$ cat src/rtl/keypad_pkg.sv
// Shared types and constant tables for the 4x4 keypad scanner.
package keypad_pkg;

  typedef enum logic [1:0] {
    SCAN       = 2'd0,
    PRESS_DB   = 2'd1,
    HELD       = 2'd2,
    RELEASE_DB = 2'd3
  } scan_state_t;

  // Hex code for each (row, column) position of the keypad.
  localparam logic [3:0] KEYMAP [4][4] = '{
    '{4'h1, 4'h2, 4'h3, 4'hA},
    '{4'h4, 4'h5, 4'h6, 4'hB},
    '{4'h7, 4'h8, 4'h9, 4'hC},
    '{4'hE, 4'h0, 4'hF, 4'hD}
  };

  // One-cold active-low strobe pattern for each row index.
  localparam logic [3:0] ROW_STROBE [4] = '{4'b1110, 4'b1101, 4'b1011, 4'b0111};

  // Index of the lowest active-low column; only meaningful when some column is low.
  function automatic logic [1:0] lowest_low(input logic [3:0] c);
    logic [1:0] idx;
    logic       found;
    idx   = 2'd0;
    found = 1'b0;
    for (int unsigned i = 0; i < 4; i++) begin
      if (!c[i] && !found) begin
        idx   = 2'(i);
        found = 1'b1;
      end
    end
    return idx;
  endfunction

endpackage

$ cat src/rtl/keypad_scanner_sync.sv
// Two-flop synchronizer for the raw keypad column pins.
// Resets to all-ones, the idle (pulled-up, no key) column level.
module keypad_scanner_sync #(
  parameter int unsigned W = 4
) (
  input  logic         clk,
  input  logic         reset,
  input  logic [W-1:0] d,
  output logic [W-1:0] q
);

  logic [W-1:0] meta;

  // Two-stage capture of the asynchronous column inputs.
  always_ff @(posedge clk or negedge reset) begin
    if (!reset) begin
      meta <= '1;
      q    <= '1;
    end else begin
      meta <= d;
      q    <= meta;
    end
  end

endmodule

$ cat src/rtl/keypad_scanner.sv
// 4x4 matrix keypad scanner: one-cold row strobing, synchronized column
// sampling, press/release debounce and one key code per accepted press.
// Optional build macro KEYPAD_REPEAT_EN: auto-repeat key_valid while held.
module keypad_scanner
  import keypad_pkg::*;
#(
  parameter int unsigned SCAN_CYCLES     = 16,
  parameter int unsigned DEBOUNCE_CYCLES = 50000,
  parameter int unsigned REPEAT_CYCLES   = 2000000
) (
  input  logic       clk,
  input  logic       reset,
  input  logic [3:0] cols,
  output logic [3:0] rows,
  output logic [3:0] key_code,
  output logic       key_valid,
  output logic       key_held
);

  localparam int unsigned CNT_MAX = (DEBOUNCE_CYCLES > REPEAT_CYCLES) ? DEBOUNCE_CYCLES : REPEAT_CYCLES;
  localparam int unsigned CNT_W   = $clog2(CNT_MAX + 1);
  localparam int unsigned DWELL_W = $clog2(SCAN_CYCLES);

  localparam logic [CNT_W-1:0]   DB_LAST    = CNT_W'(DEBOUNCE_CYCLES - 1);
  localparam logic [CNT_W-1:0]   CNT_ONE    = CNT_W'(1);
  localparam logic [DWELL_W-1:0] DWELL_LAST = DWELL_W'(SCAN_CYCLES - 1);
  localparam logic [DWELL_W-1:0] DWELL_ONE  = DWELL_W'(1);

  scan_state_t        state_q, state_d;
  logic [1:0]         row_q, row_d;
  logic [1:0]         col_q, col_d;
  logic [DWELL_W-1:0] dwell_q, dwell_d;
  logic [CNT_W-1:0]   cnt_q, cnt_d;
  logic [3:0]         code_d;
  logic               valid_d;
  logic [3:0]         col_sync;
`ifdef KEYPAD_REPEAT_EN
  localparam logic [CNT_W-1:0] REP_LAST = CNT_W'(REPEAT_CYCLES - 1);
  logic [CNT_W-1:0]   rep_q, rep_d;
`endif

  keypad_scanner_sync #(.W(4)) u_sync (
    .clk   (clk),
    .reset (reset),
    .d     (cols),
    .q     (col_sync)
  );

  // State, scan position, counters and registered key outputs.
  always_ff @(posedge clk or negedge reset) begin
    if (!reset) begin
      state_q   <= SCAN;
      row_q     <= '0;
      col_q     <= '0;
      dwell_q   <= '0;
      cnt_q     <= '0;
      key_code  <= '0;
      key_valid <= 1'b0;
`ifdef KEYPAD_REPEAT_EN
      rep_q     <= '0;
`endif
    end else begin
      state_q   <= state_d;
      row_q     <= row_d;
      col_q     <= col_d;
      dwell_q   <= dwell_d;
      cnt_q     <= cnt_d;
      key_code  <= code_d;
      key_valid <= valid_d;
`ifdef KEYPAD_REPEAT_EN
      rep_q     <= rep_d;
`endif
    end
  end

  // Next-state logic: scan, debounce press, hold, debounce release.
  always_comb begin
    state_d = state_q;
    row_d   = row_q;
    col_d   = col_q;
    dwell_d = dwell_q;
    cnt_d   = cnt_q;
    code_d  = key_code;
    valid_d = 1'b0;
`ifdef KEYPAD_REPEAT_EN
    rep_d   = rep_q;
`endif
    case (state_q)
      SCAN: begin
        if (dwell_q == DWELL_LAST) begin
          dwell_d = '0;
          if (col_sync != '1) begin
            state_d = PRESS_DB;
            col_d   = lowest_low(col_sync);
            cnt_d   = '0;
          end else begin
            row_d = row_q + 2'd1;
          end
        end else begin
          dwell_d = dwell_q + DWELL_ONE;
        end
      end
      PRESS_DB: begin
        if (!col_sync[col_q]) begin
          if (cnt_q == DB_LAST) begin
            state_d = HELD;
            code_d  = KEYMAP[row_q][col_q];
            valid_d = 1'b1;
            cnt_d   = '0;
`ifdef KEYPAD_REPEAT_EN
            rep_d   = '0;
`endif
          end else begin
            cnt_d = cnt_q + CNT_ONE;
          end
        end else begin
          state_d = SCAN;
          cnt_d   = '0;
          row_d   = row_q + 2'd1;
        end
      end
      HELD: begin
        if (col_sync[col_q]) begin
          state_d = RELEASE_DB;
          cnt_d   = '0;
        end else begin
`ifdef KEYPAD_REPEAT_EN
          if (rep_q == REP_LAST) begin
            valid_d = 1'b1;
            rep_d   = '0;
          end else begin
            rep_d = rep_q + CNT_ONE;
          end
`endif
        end
      end
      RELEASE_DB: begin
        if (col_sync[col_q]) begin
          if (cnt_q == DB_LAST) begin
            state_d = SCAN;
            cnt_d   = '0;
            dwell_d = '0;
            row_d   = row_q + 2'd1;
          end else begin
            cnt_d = cnt_q + CNT_ONE;
          end
        end else begin
          // Bounce back to HELD keeps the repeat phase running.
          state_d = HELD;
          cnt_d   = '0;
        end
      end
      default: state_d = SCAN;
    endcase
  end

  // Row strobes and held flag follow the registered state directly.
  always_comb begin
    rows     = ROW_STROBE[row_q];
    key_held = (state_q == HELD) || (state_q == RELEASE_DB);
  end

endmodule

$ cat config.mk
export PLATFORM = sky130hd
export DESIGN_NAME = keypad_scanner
export DESIGN_NICKNAME = d
export VERILOG_FILES = /design/src/rtl/keypad_pkg.sv /design/src/rtl/keypad_scanner_sync.sv /design/src/rtl/keypad_scanner.sv
export SDC_FILE = /design/constraint.sdc
export NUM_CORES = 1
export LEC_CHECK = 0
export ABC_AREA = 1
export BUFFER_PORTS_ARGS = -buffer_cell sky130_fd_sc_hd__buf_2
export CAP_MARGIN = 30
export CORE_UTILIZATION = 40
export DETAILED_ROUTE_END_ITERATION = 10
export PLACE_DENSITY_LB_ADDON = 0.05
export SETUP_SLACK_MARGIN = 0.02
export SLEW_MARGIN = 20
export SYNTH_ARGS = -nofsm -noshare
export SYNTH_HDL_FRONTEND = slang
export SYNTH_SLANG_ARGS = --single-unit
$ cat constraint.sdc
create_clock -name clk -period 1.4 [get_ports clk]
set_input_delay 0.35 -clock clk [delete_from_list [all_inputs] [get_ports clk]]
set_output_delay 0.35 -clock clk [all_outputs]
set_load 0.01 [all_outputs]
==> impl_metrics.json <==
{
  "yosys.area.top_type": "dfrtp_1",
  "path_cells": "buf_6, ha_4, inv_2, buf_6",
  "critPathArrivalTime_ns": 1.20,
  "drive_gt1_frac": 0.458,
  "core_area_mm2": 0.00676,
  "tns_ns": -3.10,
  "finalCriticalPeriod_ns": 1.55,
  "power_mw": 6.11,
  "outcome": "complete, but fails checks",
  "setup_slack_ns": -0.147,
  "synth_xor_area_frac": 0.0219,
  "crit_type": "register to output port",
  "worstHoldPathType": "input port to asynchronous set/reset pin",
  "synthFlopType": "dfrtp_1",
  "yosys-top-cells-area": "dfrtp_1 32%, nand2_1 14%, dfstp_2 7.5%, nor2_1 6.4%, nand3_1 6.1%",
  "first_iter_violations": 162,
  "clock-sinks": 44,
  "yosysMostFrequentCell": "nand2_1",
  "start_util": 0.414,
  "drv_slew": 0,
  "synth_top_area_frac": 0.322,
  "cts_made_buffers": 5,
  "die_area_mm2": 0.00733,
  "grtUsageTotal": 0.244,
  "path_clk_slew_ns": 0.09,
  "fin_crit_sh": 1.11,
  "cp_num_buf_inv": 3,
  "n_antenna_cell": 0,
  "cpMostUsedCell": "buf_6",
  "holdBufCountCts": 0,
  "ys_seq_elements": 44,
  "synthMuxAreaShare": 0,
  "pwr_density_cell_mw_per_mm2": 1420,
  "ys_warn_count": 0,
  "fp.dieH_um": 85.6,
  "cp_max_fo": 4,
  "synth_edf_count": 0,
  "syn-num-nets": 396,
  "rsz0062_at_grt": "yes",
  "violations": "setup timing",
  "critPathTopFamily": "flip-flops",
  "relSlewSlack": 0.751,
  "wl_mm": 8.37,
  "place_congestion": 0.877,
  "drc": 0,
  "gr-total-overflow": 0,
  "row_count": 30,
  "worstPathRequired_ns": 1.05,
  "cp_slowest_cell": "dfrtp_1",
  "worst_setup_path_end_kind": "output port",
  "ir_worst_vdd_v": 0.00115,
  "ctsLongestPathBuffers": 2,
  "synth_commonest_cells": "108 x nand2_1, 48 x nor2_1, 40 x inv_1, 36 x dfrtp_1, 34 x nand3_1",
  "cts_tree": "yes",
  "routed_via_density": 5.03,
  "num_vias": 2872,
  "first_global_vias": 2943,
  "final_core_util": 0.636,
  "pin_count": 16,
  "clk_latency_ns": 0.31,
  "grt_first_pass_wirelength_mm": 13.8,
  "max_freq_ghz": 0.646,
  "synth_top_family_by_area": "simple AND/OR/NAND/NOR gates",
  "timing_worst_slew_pin_value_ns": 0.371,
  "die_x_um": 85.6,
  "finalClockSkew_ns": 0.00946,
  "synthArstFlopShare": 1.00,
  "syn_area_mm2": 0.00280,
  "cts_root_buf": "clkbuf_8",
  "critPathLaunchType": "register",
  "hold_viol_final": 0,
  "fillerInstances": 575,
  "power.leakage_nw": 2.02,
  "reg2reg_slack_ns": -0.15,
  "synth-simple-area-share": 0.376,
  "drt_pass1_iterations": 4,
  "hpwl_mm": 5.59,
  "fin_nets": 506,
  "synth.distinct_cells": 35,
  "grt_max_degree": 45,
  "htreeDepth": 2,
  "syn_avg_cell_area_um2": 7.36,
  "portBuffers": 15,
  "antenna_found_initial": 0,
  "seq_area_frac_synth": 0.397,
  "maxCapViolCount": 0,
  "setup_viol": 35,
  "synth_compound_area_frac": 0.0841,
  "slowest_delay_ns": 0.45,
  "timing.hold.ws_ns": 0.0102,
  "synthCells": 380,
  "postRouteAntennaNets": 0,
  "avgRoutedWirePerCell_um": 14.7,
  "synth_fa_ha_area_frac": 0.0447,
  "area_growth_pct": 53.6
}
## cells in the final DEF, fill, tap and decap left out, types with 5 or more instances in the layout
cell type / synthesis / routed
nor2_1: 48 / 31
dfstp_2: 8 / 8
buf_4: 1 / 73
buf_6: 3 / 17
nand4_1: 14 / 14
nand3_1: 34 / 26
clkbuf_8: 0 / 5
ha_4: 0 / 6
dfrtp_1: 36 / 34
o21ai_2: 2 / 5
xor2_1: 7 / 6
o211ai_1: 5 / 5
nor2_4: 3 / 9
buf_2: 2 / 11
nor2_2: 3 / 14
nand2_2: 7 / 18
nand2_4: 2 / 9
o21ai_1: 5 / 10
buf_12: 0 / 6
nand2_1: 108 / 89
o21ai_0: 15 / 6
inv_1: 40 / 27
nand3_2: 1 / 6
inv_2: 2 / 14
## cell type report
cell class | instances | area [µm²] | share of cell area
Clock inverter | 2 | 12.5 | 0.00291
Inverter | 42 | 160 | 0.0373
Clock buffer | 6 | 72.6 | 0.0169
Sequential cell | 44 | 1110 | 0.259
Tap cell | 80 | 100 | 0.0233
Multi-Input combinational cell | 289 | 1910 | 0.444
Timing Repair Buffer | 108 | 930 | 0.216
## registers in the layout (all words and copies together) (netlist names), 2 cells and up, named ones only
| signal | flops |
|---|---|
| cnt_q | 21 |
| dwell_q | 4 |
| key_code | 4 |
| u_sync.meta | 4 |
| u_sync.q | 4 |
| col_q | 2 |
| row_q | 2 |
## metal layers
metal / wire [µm] / GRT usage / part of all wire
met5: 0 / 0 / 0
met4: 127 / 0.0985 / 0.015
met3: 317 / 0.0375 / 0.038
met2: 4140 / 0.412 / 0.49
met1: 3780 / 0.315 / 0.45
## worst paths after layout
| path | from | cells past startpoint | to |
|---|---|---|---|
| setup / recovery | row_q[1]$_DFFE_PN0P_ | 4 | rows[2] |
| hold / removal | reset | 2 | cnt_q[9]$_DFFE_PN0P_ |
| setup reg to reg | cnt_q[0]$_DFFE_PN0P_ | 10 | key_code[0]$_DFFE_PN0P_ |
| hold reg to reg | u_sync.meta[0]$_DFF_PN1_ | 0 | u_sync.q[0]$_DFF_PN1_ |
| max in group asynchronous | reset | 2 | u_sync.q[3]$_DFF_PN1_ |
| min in group clk | cols[0] | 1 | u_sync.meta[0]$_DFF_PN1_ |
## kinds of logic (layout without fill, tap and decap cells)
family                   Yosys count  count (layout)
AND/OR/NAND/NOR                  231             233
flip-flops                        44              44
XOR/XNOR                           7               7
adder cells (fa/ha/maj)           10              10
buffers and inverters             49             158
AO/OA/AOI/OAI                     39              39
## metrics by stage
stage | worst slack (ns) | cells | area [µm²]
global route | -0.257 | 571 | 4300
floorplan | -0.0448 | 380 | 2840
CTS | -0.129 | 567 | 4140
global placement | -0.203 | 535 | 3500
finish | -0.147 | 571 | 4300
detailed placement | -0.207 | 535 | 3500
## report_power, final
part,switching (mW),internal (mW)
clock network,0.477,0.350
logic,1.93,1.70
registers,0.207,1.45
total,2.61,3.50
## timing repair
item	4_1_cts	5_1_grt
pin swaps	36	26
resized for setup	90	36
setup buffers	25	6
setup endpoints to repair	40	40
gates cloned	2	0
Power figures use the tool's default switching activity.
